**src/rtl/sdp_fifo_ctrl.sv**
```systemverilog
// First-word-fall-through FIFO controller for a one-clock simple dual-port RAM.
// A 2-entry head/skid output stage hides the RAM's 1-cycle read latency.
module sdp_fifo_ctrl #(
  parameter int DATA_W = 16,
  parameter int ADDR_W = 10
) (
  input  logic              clk,
  input  logic              rst,
  input  logic              wr_en,
  input  logic [DATA_W-1:0] din,
  output logic              full,
  output logic              overflow,
  output logic [DATA_W-1:0] dout,
  output logic              dout_valid,
  input  logic              dout_ready,
  output logic [ADDR_W+1:0] level,
  output logic              ram_ena,
  output logic              ram_wea,
  output logic [ADDR_W-1:0] ram_addra,
  output logic [DATA_W-1:0] ram_dia,
  output logic              ram_enb,
  output logic [ADDR_W-1:0] ram_addrb,
  input  logic [DATA_W-1:0] ram_dob
);

  localparam int DEPTH = 2 ** ADDR_W;
  localparam logic [ADDR_W:0] DEPTH_C = (ADDR_W + 1)'(DEPTH);

  logic [ADDR_W-1:0] wptr_r, rptr_r;
  logic [ADDR_W:0]   ram_cnt_r, ram_cnt_n;
  logic              inflight_r;
  logic              head_vld_r, skid_vld_r, head_vld_n, skid_vld_n;
  logic [DATA_W-1:0] head_r, skid_r, head_n, skid_n;
  logic              overflow_r;
  logic              wr_acc_s, rd_iss_s, pop_s;
  logic [1:0]        occ_s, occ_after_s;

  assign full       = (ram_cnt_r == DEPTH_C);
  assign overflow   = overflow_r;
  assign dout       = head_r;
  assign dout_valid = head_vld_r;
  assign level      = (ADDR_W + 2)'(ram_cnt_r) + (ADDR_W + 2)'(inflight_r) + (ADDR_W + 2)'(occ_s);

  // Write acceptance, pop and read-issue decisions; RAM port drive.
  always_comb begin
    pop_s       = head_vld_r && dout_ready;
    occ_s       = {1'b0, head_vld_r} + {1'b0, skid_vld_r};
    occ_after_s = occ_s - {1'b0, pop_s};
    wr_acc_s    = wr_en && !full && !rst;
    // Only entries registered in earlier cycles are readable, so same-address collisions never occur.
    rd_iss_s    = !rst && (ram_cnt_r != '0) && ((occ_after_s + {1'b0, inflight_r}) < 2'd2);
    ram_ena     = wr_acc_s;
    ram_wea     = wr_acc_s;
    ram_addra   = wptr_r;
    ram_dia     = din;
    ram_enb     = rd_iss_s;
    ram_addrb   = rptr_r;
  end

  // RAM occupancy next state.
  always_comb begin
    ram_cnt_n = ram_cnt_r;
    case ({wr_acc_s, rd_iss_s})
      2'b10:   ram_cnt_n = ram_cnt_r + (ADDR_W + 1)'(1);
      2'b01:   ram_cnt_n = ram_cnt_r - (ADDR_W + 1)'(1);
      default: ram_cnt_n = ram_cnt_r;
    endcase
  end

  // Output stage next state: returning read data fills head first, else the skid slot.
  always_comb begin
    head_n     = head_r;
    skid_n     = skid_r;
    head_vld_n = head_vld_r;
    skid_vld_n = skid_vld_r;
    if (pop_s) begin
      if (skid_vld_r) begin
        head_n     = skid_r;
        head_vld_n = 1'b1;
        skid_vld_n = inflight_r;
        if (inflight_r) begin
          skid_n = ram_dob;
        end else begin
          skid_n = skid_r;
        end
      end else begin
        head_vld_n = inflight_r;
        skid_vld_n = 1'b0;
        if (inflight_r) begin
          head_n = ram_dob;
        end else begin
          head_n = head_r;
        end
      end
    end else if (!head_vld_r) begin
      head_vld_n = inflight_r;
      if (inflight_r) begin
        head_n = ram_dob;
      end else begin
        head_n = head_r;
      end
    end else if (inflight_r) begin
      skid_vld_n = 1'b1;
      skid_n     = ram_dob;
    end else begin
      skid_vld_n = skid_vld_r;
    end
  end

  // State registers; reset also drops any read still in flight.
  always_ff @(posedge clk) begin
    if (rst) begin
      wptr_r     <= '0;
      rptr_r     <= '0;
      ram_cnt_r  <= '0;
      inflight_r <= 1'b0;
      head_vld_r <= 1'b0;
      skid_vld_r <= 1'b0;
      head_r     <= '0;
      skid_r     <= '0;
      overflow_r <= 1'b0;
    end else begin
      if (wr_acc_s) begin
        wptr_r <= wptr_r + ADDR_W'(1);
      end else begin
        wptr_r <= wptr_r;
      end
      if (rd_iss_s) begin
        rptr_r <= rptr_r + ADDR_W'(1);
      end else begin
        rptr_r <= rptr_r;
      end
      ram_cnt_r  <= ram_cnt_n;
      inflight_r <= rd_iss_s;
      head_vld_r <= head_vld_n;
      skid_vld_r <= skid_vld_n;
      head_r     <= head_n;
      skid_r     <= skid_n;
      overflow_r <= wr_en && full;
    end
  end

endmodule

```
**config.mk**
```make
export PLATFORM = sky130hd
export DESIGN_NAME = sdp_fifo_ctrl
export DESIGN_NICKNAME = d
export VERILOG_FILES = /design/src/rtl/sdp_fifo_ctrl.sv
export SDC_FILE = /design/constraint.sdc
export NUM_CORES = 1
export LEC_CHECK = 0
export BUFFER_PORTS_ARGS = -buffer_cell sky130_fd_sc_hd__buf_2
export CORE_MARGIN = 2
export CORE_UTILIZATION = 40
export DETAILED_ROUTE_END_ITERATION = 8
export PLACE_DENSITY = 0.76
export SYNTH_ARGS = -nofsm -noshare
export SYNTH_HDL_FRONTEND = slang
export SYNTH_SLANG_ARGS = --single-unit
```
**constraint.sdc**
```tcl
create_clock -name clk -period 4.32 [get_ports clk]
set_input_delay 0.648 -clock clk [delete_from_list [all_inputs] [get_ports clk]]
set_output_delay 0.648 -clock clk [all_outputs]
set_load 0.02 [all_outputs]
```
==> results of run 1 <==
[where the power goes]
part           switching [mW]  leakage [nW]  total, mW  internal, mW
sequential              0.150         0.544      0.871         0.721
combinational           0.761          1.08       1.25         0.493
clock                   0.227        0.0995      0.521         0.295
[cell usage in the layout, fill, tap and decap left out, drive strengths merged, types with 13 or more instances in the layout]
cell type	count
a21oi	33
nor2	52
buf	75
a222oi	16
xnor2	20
clkbuf	13
ha	15
dfxtp	67
nand2	54
xor2	15
[sequential cells by signal, indices dropped and copies added, names as in the netlist]
signal	count
inflight_r	1
ram_addra	10
skid_vld_r	1
overflow	1
dout_valid	1
ram_cnt_r	11
skid_r	16
dout	16
ram_addrb	10
[metal layers]
layer  track usage, %  part of all wire [%]  vias up
met5                0                     0        -
met4             8.23                   1.6        0
met3             3.97                   5.0       10
met2             27.1                    47       82
met1             21.3                    46     1345
li1                 -                     -     1496
[cells by family (layout without fill, tap and decap cells)]
family	count (synthesis)	count (layout)	synth area share, %
AO/OA/AOI/OAI	77	77	14.9
XOR/XNOR	35	35	9.15
adder cells (fa/ha/maj)	18	18	7.22
buffers and inverters	44	97	6.86
flip-flops	67	67	39.1
multiplexers	3	3	0.875
AND/OR/NAND/NOR	159	159	21.9
[worst max-delay path: stages (launching register included)]
cell	delay, ps
sky130_fd_sc_hd__dfxtp_1	500
sky130_fd_sc_hd__ha_1	310
sky130_fd_sc_hd__inv_1	70
sky130_fd_sc_hd__ha_1	210
sky130_fd_sc_hd__nor2b_1	180
sky130_fd_sc_hd__xnor2_2	150
sky130_fd_sc_hd__o21ai_2	160
sky130_fd_sc_hd__nor2_1	150
sky130_fd_sc_hd__ha_1	460
sky130_fd_sc_hd__ha_1	320
sky130_fd_sc_hd__a21o_1	200
sky130_fd_sc_hd__a211oi_1	340
sky130_fd_sc_hd__o21bai_1	160
sky130_fd_sc_hd__a31oi_1	220
sky130_fd_sc_hd__xor2_1	170
sky130_fd_sc_hd__o22ai_1	80
[metrics by stage]
step,cells,util [%],hold slack (ps)
6_report,561,47.6,459
5_1_grt,561,47.6,477
4_1_cts,561,47.6,461
3_5_place_dp,546,45.2,450
3_3_place_gp,546,45.2,441
2_1_floorplan,403,-,436
[layout make-up]
type	count	area (sq um)
multi-input combinational	292	1850
timing repair buffer	75	380
clock inverter	2	35.0
clock buffer	13	159
inverter	7	28.8
sequential	67	1340
tap	105	131
fill	808	4330
[worst max path at each step]
stage / endpoint / slack (ps) / cells after the start
CTS: ram_cnt_r[9] / 510 / 15
floorplan: ram_cnt_r[10] / 600 / 14
global placement: ram_cnt_r[9] / 540 / 15
detailed placement: ram_cnt_r[9] / 450 / 15
finish: ram_cnt_r[9] / 480 / 15
global route: ram_cnt_r[9] / 110 / 15
==> qor.log, run 1 <==
INFO  timing         finalHoldViolations=0
INFO  cells_and_area areaGrowthSynthToFinish=14.6%
INFO  timing         relative_slew_slack=15.5%
INFO  pwr            irDropWorstVdd=0.346mV
INFO  pwr            static-leakage-power=1.72nW
INFO  placed_design  dp_worst_setup_slack=446ps
INFO  detailed_routing detail_route.wl_per_cell=13.8um
INFO  setup_path     crit_arrival=4040ps
INFO  synth          synth-warning-count=0
INFO  detailed_routing routed_wl=7740um
INFO  min_path       hold_end=skid_r[13]
INFO  clock_network  cts_max_level=3
INFO  clock_network  cts_buffer_count=9
INFO  synth          synth_edf_count=0
INFO  placed_design  post-dp-hpwl=5370um
INFO  detailed_routing detail_route.drc_violations=0
INFO  setup_path     worst_ep_required_time=4530ps
INFO  min_path       hold_path_depth=2
INFO  synth          yosysTopAreaCell=sky130_fd_sc_hd__dfxtp_1
INFO  detailed_routing drt_pass1_iterations=5
INFO  setup_path     setup.reg_to_reg.worst_slack=480ps
INFO  setup_path     crit_path_start=dout_valid
INFO  detailed_routing route.antenna.remaining_nets=0
INFO  die            core-area=8260squm
INFO  cells_and_area finalInstanceArea=3930squm
INFO  clock_network  clock_latency=340ps
INFO  cells_and_area layout-drive-gt1-share=21.9%
INFO  placed_design  finalWeightedCongestion=0.923
INFO  clock_network  cts.root.buffer_cell=sky130_fd_sc_hd__clkbuf_8
INFO  synth          netlist_instances=403
INFO  die            initial_cell_density_of_the_core=41.5%
INFO  die            die_height=96.6um
INFO  synth          leading_post_synthesis_cells_by_cell_area=sky130_fd_sc_hd__dfxtp_1 (39%), sky130_fd_sc_hd__nand2_1 (5.9%), sky130_fd_sc_hd__nor2_1 (5.7%)
INFO  global_routing globalRouteOverflowTotal=0
INFO  setup_path     timing.rr.end=ram_cnt_r[9]
INFO  synth          postSynth.asyncResetShare=0%
INFO  cells_and_area nets=506
INFO  setup_path     endpoint_kind=flop
INFO  min_path       hold_path_startpoint=skid_r[13]
INFO  timing         fmax=261MHz
INFO  cells_and_area antenna-diode-count=0
INFO  die            horizontal_die_dimension=96.6um
INFO  die            design.die.area=9330squm
INFO  clock_network  cts_tree=yes
INFO  clock_network  clock_pin_slew_worst_setup_and_hold_paths=70ps
INFO  flow_run       maxCapViolCount=0
INFO  timing         slew_of_the_pin_with_the_lowest_slew_margin=1260ps
INFO  clock_network  cts-root-to-sink-buffers=2
INFO  run_status     status=finished clean
INFO  timing         worst_slack=483ps
INFO  synth          most_used_standard_cell_by_instance_count_after_synthesis=sky130_fd_sc_hd__dfxtp_1
INFO  timing         setup_viol_count_final=0
INFO  timing         fin_crit_sh=88.8%
INFO  pwr            pwr_per_cell_area=673nW/um^2
INFO  detailed_routing vias=2933
INFO  timing         finClkSkew=8.07ps
INFO  setup_path     startpoint_type=flop
INFO  setup_path     path_max_fanout=11
INFO  synth          synth_seq_cells=67
INFO  clock_network  cts_resized=0
INFO  global_routing pin_count_of_the_biggest_net_entering_global_routing=70
INFO  clock_network  clock_sink_count=67
INFO  detailed_routing avgViaCountPerCell=5.23
INFO  min_path       holdCritPathClass=reg -> reg
INFO  setup_path     crit_type=reg -> reg
INFO  synth          synth.top_cells.by_count=sky130_fd_sc_hd__dfxtp_1 (67), sky130_fd_sc_hd__nand2_1 (54), sky130_fd_sc_hd__nor2_1 (52), sky130_fd_sc_hd__a21oi_1 (33), sky130_fd_sc_hd__xnor2_1 (19)
INFO  clock_network  cts.hold.buffers_added=0
INFO  global_routing globalRouteTotalUtil=16.9%
INFO  pwr            total_power=2.65mW
INFO  synth          mappedNetlistArea=3430squm
INFO  timing         finalSetupTns=0ps
INFO  global_routing first_pass_grt_wire_length=13200um
INFO  synth          syn-mean-instance-area=8.51squm
INFO  setup_path     ff2ff_path_depth=15
INFO  placed_design  portBuffers=73
INFO  timing         final_period_minus_worst_setup_slack=3840ps
INFO  synth          ys_types=49
INFO  clock_network  post_cts.repair.setup_buffers=0
INFO  timing         maxSlewViolCount=0
INFO  synth          synth_ff_type=sky130_fd_sc_hd__dfxtp_1
INFO  detailed_routing drt_first_iter_violations=191
INFO  global_routing antenna_violations_before_repair=0
INFO  setup_path     r2r_start=dout_valid
INFO  synth          synth_nets=457
INFO  placed_design  dpl_cell_area=3740squm
INFO  synth          yosysTopAreaCellShare=39.1%
INFO  global_routing number_of_global_route_vias_before_repair=2813
INFO  die            placementRows=33
INFO  die            ios=106
INFO  synth          yosysSeqAreaShare=39.1%
INFO  timing         setup_repair_after_global_routing_missed_its_margin=false
(Power assumes the default switching activity.)
==> run 2: changes to the inputs <==
--- a/config.mk
+++ b/config.mk
@@ -6,7 +6,7 @@
 export NUM_CORES = 1
 export LEC_CHECK = 0
 export BUFFER_PORTS_ARGS = -buffer_cell sky130_fd_sc_hd__buf_2
-export CORE_MARGIN = 2
+export CORE_ASPECT_RATIO = 1.25
 export CORE_UTILIZATION = 40
 export DETAILED_ROUTE_END_ITERATION = 8
 export PLACE_DENSITY = 0.76
==> run 2 against run 1 <==
  * The run now ends with DRC left
  * Clock power up 6.3%
  * Count of clock-buffer cells in the layout down 3
  * Core utilization decreased by 0.14 points
  * Wire length is 0.44% lower
  * Register-to-register slack about the same
  * Clock skew barely moved
  * Sequential cell count unchanged
  * Sequential share of layout area hardly changed
  * Maximum frequency shrank 0.33%
  * Total power increased by 1.5%
  * Sequential power shrank 0.6%
  * Critical endpoint is now ram_cnt_r[10]
  * Largest cell class unchanged
==> qor.log, run 2 (same netlist as run 1, synthesis figures left out) <==
INFO  flow_run       maxCapViolCount=0
INFO  run_status     failed_checks=DRC
INFO  timing         fmax=260MHz
INFO  clock_network  cts.root.buffer_cell=sky130_fd_sc_hd__clkbuf_8
INFO  placed_design  dpl_cell_area=3730squm
INFO  detailed_routing drt_first_iter_violations=188
INFO  timing         finalSetupTns=0ps
INFO  setup_path     startpoint_type=flop
INFO  setup_path     ff2ff_path_depth=15
INFO  placed_design  portBuffers=73
INFO  timing         setup_viol_count_final=0
INFO  clock_network  clock_pin_slew_worst_setup_and_hold_paths=70ps
INFO  clock_network  clock_sink_count=67
INFO  clock_network  cts_tree=yes
INFO  clock_network  cts-root-to-sink-buffers=2
INFO  die            placementRows=37
INFO  setup_path     path_max_fanout=11
INFO  placed_design  post-dp-hpwl=5490um
INFO  cells_and_area areaGrowthSynthToFinish=14.6%
INFO  timing         finalHoldViolations=0
INFO  global_routing number_of_global_route_vias_before_repair=2854
INFO  clock_network  cts_buffer_count=9
INFO  detailed_routing avgViaCountPerCell=5.45
INFO  cells_and_area layout-drive-gt1-share=22.1%
INFO  cells_and_area layout_commonest_cell=sky130_fd_sc_hd__buf_2
INFO  pwr            static-leakage-power=1.73nW
INFO  pwr            total_power=2.68mW
INFO  die            design.die.area=8950squm
INFO  cells_and_area mostFrequentLayoutCells=sky130_fd_sc_hd__buf_2 (73), sky130_fd_sc_hd__dfxtp_1 (67), sky130_fd_sc_hd__nand2_1 (54), sky130_fd_sc_hd__nor2_1 (52), sky130_fd_sc_hd__a21oi_1 (33)
INFO  clock_network  cts_max_level=3
INFO  detailed_routing route.antenna.remaining_nets=0
INFO  min_path       holdCritPathClass=reg -> reg
INFO  global_routing globalRouteTotalUtil=18.2%
INFO  cells_and_area antenna-diode-count=0
INFO  setup_path     timing.rr.end=ram_cnt_r[10]
INFO  die            die_height=106um
INFO  setup_path     endpoint_kind=flop
INFO  detailed_routing routed_wl=7710um
INFO  detailed_routing top_sig_layer=met4
INFO  cells_and_area fillerInstances=811
INFO  cells_and_area finalInstanceArea=3930squm
INFO  pwr            pwr_per_cell_area=683nW/um^2
INFO  detailed_routing drt_pass1_iterations=9
INFO  min_path       hold_end=skid_r[12]
INFO  setup_path     r2r_start=dout_valid
INFO  detailed_routing detail_route.wl_per_cell=13.9um
INFO  run_status     status=finished, violations left
INFO  timing         final_period_minus_worst_setup_slack=3850ps
INFO  global_routing antenna_violations_before_repair=0
INFO  setup_path     crit_arrival=4120ps
INFO  clock_network  cts.hold.buffers_added=0
INFO  setup_path     setup.reg_to_reg.worst_slack=470ps
INFO  global_routing first_pass_grt_wire_length=12900um
INFO  min_path       hold_path_startpoint=skid_r[12]
INFO  detailed_routing route.layer.met1.wl=3300um
INFO  die            horizontal_die_dimension=84.8um
INFO  detailed_routing detailroute.wirelength.met3=457um
INFO  clock_network  clock_latency=340ps
INFO  timing         fin_crit_sh=89.1%
INFO  placed_design  finalWeightedCongestion=0.889
INFO  global_routing globalRouteOverflowTotal=0
INFO  setup_path     worst_ep_required_time=4590ps
INFO  setup_path     crit_type=reg -> reg
INFO  timing         setup_repair_after_global_routing_missed_its_margin=false
INFO  clock_network  post_cts.repair.setup_buffers=0
INFO  die            ios=106
INFO  pwr            irDropWorstVdd=0.486mV
INFO  cells_and_area finalNonFillerCells=553
INFO  detailed_routing wl_met2=3840um
INFO  die            initial_cell_density_of_the_core=41.4%
INFO  detailed_routing vias=3015
INFO  cells_and_area nets=506
INFO  detailed_routing detail_route.drc_violations=8
INFO  timing         maxSlewViolCount=0
INFO  global_routing pin_count_of_the_biggest_net_entering_global_routing=71
INFO  timing         relative_slew_slack=14.8%
INFO  min_path       hold_path_depth=2
INFO  timing         finClkSkew=7.88ps
INFO  die            core-area=8290squm
INFO  timing         hold_slack=460ps
INFO  placed_design  numPlacedInstances=538
INFO  clock_network  cts_resized=0
INFO  timing         slew_of_the_pin_with_the_lowest_slew_margin=1270ps
==> run 2: how the worst max path moves through the flow <==
stage,start,endpoint,slack [ps],cells past startpoint
floorplan,dout_ready,ram_cnt_r[10],600,14
global placement,dout_ready,ram_cnt_r[10],550,15
detailed placement,dout_ready,ram_cnt_r[10],390,15
CTS,dout_valid,ram_cnt_r[10],470,15
global route,dout_valid,ram_cnt_r[10],170,15
finish,dout_valid,ram_cnt_r[10],470,15
==> run 2: layout make-up <==
cell class,instances,area [sq um],area share [%]
Sequential cell,67,1340,34.1
Inverter,7,28.8,0.732
Timing Repair Buffer,75,380,9.67
Multi-Input combinational cell,292,1850,47.2
Clock buffer,10,128,3.25
Clock inverter,5,78.8,2.00
Tap cell,97,121,3.09
==> run 2: through the flow <==
step                      util (%)  worst slack [ps]
after CTS                     47.5               470
final                         47.5               471
after global placement        45.0               546
after detailed placement      45.0               394
after floorplan                  -               598
after global routing          47.5               167
==> run 2: routing by layer <==
metal | up-vias | global-route usage (%)
met5 | - | 0
met4 | 0 | 7.63
met3 | 11 | 4.70
met2 | 92 | 32.7
met1 | 1424 | 20.1
li1 | 1488 | -
==> run 2: power by group <==
group / switching (mW) / leakage, nW / internal, mW
registers: 0.145 / 0.544 / 0.721
clock network: 0.233 / 0.106 / 0.321
logic: 0.771 / 1.08 / 0.495
==> run 2: worst max-delay path: stages, from the launching register on <==
cell                       delay, ps
sky130_fd_sc_hd__dfxtp_1         500
sky130_fd_sc_hd__ha_1            310
sky130_fd_sc_hd__inv_1            70
sky130_fd_sc_hd__ha_1            150
sky130_fd_sc_hd__xor2_1          250
sky130_fd_sc_hd__xnor2_2         170
sky130_fd_sc_hd__o21ai_2         160
sky130_fd_sc_hd__nor2_1          160
sky130_fd_sc_hd__ha_1            470
sky130_fd_sc_hd__ha_1            370
sky130_fd_sc_hd__a21oi_1         220
sky130_fd_sc_hd__o211ai_1        160
sky130_fd_sc_hd__o221ai_1        220
sky130_fd_sc_hd__xor2_1          110
sky130_fd_sc_hd__or3_1           320
sky130_fd_sc_hd__a21oi_1         130
==> run 3: changes to the inputs <==
--- a/config.mk
+++ b/config.mk
@@ -5,11 +5,12 @@
 export SDC_FILE = /design/constraint.sdc
 export NUM_CORES = 1
 export LEC_CHECK = 0
+export ABC_AREA = 1
 export BUFFER_PORTS_ARGS = -buffer_cell sky130_fd_sc_hd__buf_2
 export CORE_ASPECT_RATIO = 1.25
 export CORE_UTILIZATION = 40
 export DETAILED_ROUTE_END_ITERATION = 8
-export PLACE_DENSITY = 0.76
+export PLACE_DENSITY = 0.74
 export SYNTH_ARGS = -nofsm -noshare
 export SYNTH_HDL_FRONTEND = slang
 export SYNTH_SLANG_ARGS = --single-unit
==> run 3 against run 2 <==
  * The flow now finishes without violations
  * Total power up 14%
  * Synthesized area up 18%
  * Final area up 19%
  * Sequential cell count unchanged
  * Critical endpoint unchanged
  * Hold slack better by 24 ps
==> qor.log, run 3 <==
INFO  timing         finalSetupTns=0ps
INFO  setup_path     endpoint_kind=flop
INFO  run_status     status=finished clean
INFO  detailed_routing route.antenna.remaining_nets=0
INFO  die            core-area=9710squm
INFO  clock_network  cts-root-to-sink-buffers=2
INFO  synth          synth-warning-count=0
INFO  die            horizontal_die_dimension=92.1um
INFO  cells_and_area fillerInstances=965
INFO  timing         finalHoldViolations=0
INFO  die            placementRows=40
INFO  clock_network  cts_max_level=3
INFO  detailed_routing vias=3907
INFO  clock_network  cts.root.buffer_cell=sky130_fd_sc_hd__clkbuf_16
INFO  synth          yosysTopAreaCell=sky130_fd_sc_hd__dfxtp_1
INFO  global_routing pin_count_of_the_biggest_net_entering_global_routing=28
INFO  setup_path     r2r_start=dout_valid
INFO  clock_network  cts.hold.buffers_added=0
INFO  detailed_routing routed_wl=9860um
INFO  detailed_routing detail_route.wl_per_cell=12.6um
INFO  setup_path     crit_path_start=dout_valid
INFO  synth          synth_edf_count=0
INFO  synth          ys_types=33
INFO  min_path       hold_path_depth=2
INFO  timing         final_period_minus_worst_setup_slack=3430ps
INFO  synth          leading_post_synthesis_cells_by_cell_area=sky130_fd_sc_hd__dfxtp_1 (33%), sky130_fd_sc_hd__nand2_1 (13%), sky130_fd_sc_hd__inv_1 (6.7%)
INFO  pwr            pwr_per_cell_area=655nW/um^2
INFO  placed_design  finalWeightedCongestion=0.917
INFO  synth          syn-mean-instance-area=6.78squm
INFO  synth          synth_seq_cells=67
INFO  die            ios=106
INFO  die            design.die.area=10500squm
INFO  cells_and_area areaGrowthSynthToFinish=15.2%
INFO  setup_path     worst_ep_required_time=4550ps
INFO  synth          synth.top_cells.by_count=sky130_fd_sc_hd__nand2_1 (140), sky130_fd_sc_hd__inv_1 (72), sky130_fd_sc_hd__dfxtp_1 (67), sky130_fd_sc_hd__nor2_1 (62), sky130_fd_sc_hd__o21ai_0 (45)
INFO  global_routing antenna_violations_before_repair=0
INFO  pwr            irDropWorstVdd=0.248mV
INFO  setup_path     setup.reg_to_reg.worst_slack=890ps
INFO  placed_design  portBuffers=73
INFO  detailed_routing avgViaCountPerCell=5.00
INFO  setup_path     crit_arrival=3670ps
INFO  clock_network  clock_sink_count=67
INFO  timing         setup_repair_after_global_routing_missed_its_margin=false
INFO  synth          most_used_standard_cell_by_instance_count_after_synthesis=sky130_fd_sc_hd__nand2_1
INFO  cells_and_area layout_commonest_cell=sky130_fd_sc_hd__nand2_1
INFO  cells_and_area antenna-diode-count=0
INFO  timing         hold_slack=484ps
INFO  synth          synth_ff_type=sky130_fd_sc_hd__dfxtp_1
INFO  cells_and_area nets=706
INFO  clock_network  cts_resized=0
INFO  clock_network  clock_latency=330ps
INFO  flow_run       maxCapViolCount=0
INFO  clock_network  post_cts.repair.setup_buffers=0
INFO  timing         slew_of_the_pin_with_the_lowest_slew_margin=587ps
INFO  synth          mappedNetlistArea=4060squm
INFO  synth          postSynth.asyncResetShare=0%
INFO  timing         maxSlewViolCount=0
INFO  placed_design  post-dp-hpwl=7070um
INFO  detailed_routing drt_pass1_iterations=4
INFO  global_routing globalRouteOverflowTotal=0
INFO  clock_network  clock_pin_slew_worst_setup_and_hold_paths=50ps
INFO  cells_and_area layout.core_utilization=48.1%
INFO  min_path       hold_path_startpoint=skid_r[15]
INFO  synth          synth_nets=652
INFO  timing         fmax=291MHz
INFO  setup_path     ff2ff_path_depth=18
INFO  synth          yosysSeqAreaShare=33.1%
INFO  clock_network  cts_buffer_count=9
INFO  timing         fin_crit_sh=79.5%
INFO  cells_and_area layout-drive-gt1-share=16.3%
INFO  min_path       holdCritPathClass=reg -> reg
INFO  clock_network  cts_tree=yes
INFO  detailed_routing detail_route.drc_violations=0
INFO  setup_path     crit_type=reg -> reg
INFO  pwr            static-leakage-power=2.38nW
INFO  timing         relative_slew_slack=60.9%
INFO  die            initial_cell_density_of_the_core=41.8%
INFO  timing         setup_viol_count_final=0
INFO  timing         finClkSkew=7.15ps
INFO  global_routing first_pass_grt_wire_length=16300um
INFO  setup_path     startpoint_type=flop
INFO  cells_and_area mostFrequentLayoutCells=sky130_fd_sc_hd__nand2_1 (140), sky130_fd_sc_hd__buf_2 (73), sky130_fd_sc_hd__inv_1 (72), sky130_fd_sc_hd__dfxtp_1 (67), sky130_fd_sc_hd__nor2_1 (62)
INFO  die            die_height=115um
INFO  synth          netlist_instances=598
INFO  synth          yosysTopAreaCellShare=33.1%
INFO  global_routing globalRouteTotalUtil=19.3%
INFO  setup_path     path_max_fanout=11
INFO  detailed_routing drt_first_iter_violations=201
INFO  global_routing number_of_global_route_vias_before_repair=3542
run 3: kinds of logic (layout without fill, tap and decap cells):
group / Yosys count / count (layout) / synth area share, %
xor+xnor: 26 / 26 / 5.62
fa+ha+maj: 18 / 18 / 6.11
flops: 67 / 67 / 33.1
buf+inv: 110 / 168 / 12.3
simple gates: 281 / 281 / 30.4
compound gates: 96 / 96 / 12.4
run 3: per-stage QoR:
| step | instance area (sq um) | power (mW) | setup WS, ps | std cells |
|---|---|---|---|---|
| 2_1_floorplan | 4060 | 2.03 | 835 | 598 |
| 3_5_place_dp | 4390 | 2.37 | 624 | 767 |
| 4_1_cts | 4670 | 3.07 | 864 | 782 |
| 6_report | 4670 | 3.06 | 886 | 782 |
| 5_1_grt | 4670 | 3.32 | 513 | 782 |
| 3_3_place_gp | 4390 | 2.33 | 734 | 767 |
run 3: path summary, 6_finish.rpt:
| kind | endpoint |
|---|---|
| setup / recovery | ram_cnt_r[10] |
| hold / removal | skid_r[15] |
| setup reg to reg | ram_cnt_r[10] |
| hold reg to reg | skid_r[15] |
run 3: power by group:
group	switching [mW]	internal, mW	total [mW]
Combinational	0.976	0.489	1.46
Clock	0.258	0.432	0.690
Sequential	0.140	0.764	0.905
run 3: area by class of cell:
type | count | area (sq um) | share of cell area, %
Sequential cell | 67 | 1340 | 28.7
Clock buffer | 14 | 274 | 5.86
Clock inverter | 1 | 7.51 | 0.161
Tap cell | 126 | 158 | 3.37
Multi-Input combinational cell | 421 | 2210 | 47.4
Timing Repair Buffer | 76 | 388 | 8.30
Inverter | 77 | 292 | 6.24
run 3: worst max-delay path: stages, from the launching register on:
cell	delay, ps
sky130_fd_sc_hd__dfxtp_1	350
sky130_fd_sc_hd__ha_1	330
sky130_fd_sc_hd__inv_1	50
sky130_fd_sc_hd__ha_1	280
sky130_fd_sc_hd__inv_1	60
sky130_fd_sc_hd__nand2_1	40
sky130_fd_sc_hd__nand3_1	80
sky130_fd_sc_hd__nand3_1	130
sky130_fd_sc_hd__a21oi_1	320
sky130_fd_sc_hd__ha_1	520
sky130_fd_sc_hd__ha_1	370
sky130_fd_sc_hd__a21oi_1	310
sky130_fd_sc_hd__nand2_1	90
sky130_fd_sc_hd__nand2_1	90
sky130_fd_sc_hd__nand3_1	70
sky130_fd_sc_hd__nand2_1	70
sky130_fd_sc_hd__nand3_1	70
sky130_fd_sc_hd__nand2_1	70
sky130_fd_sc_hd__inv_1	40
run 3: layer usage:
layer | global-route usage [%] | vias to the layer above | wire (um)
li1 | - | 1984 | -
met1 | 22.9 | 1807 | 4230
met2 | 33.5 | 106 | 4930
met3 | 5.38 | 10 | 576
met4 | 6.46 | 0 | 125
met5 | 0 | - | 0
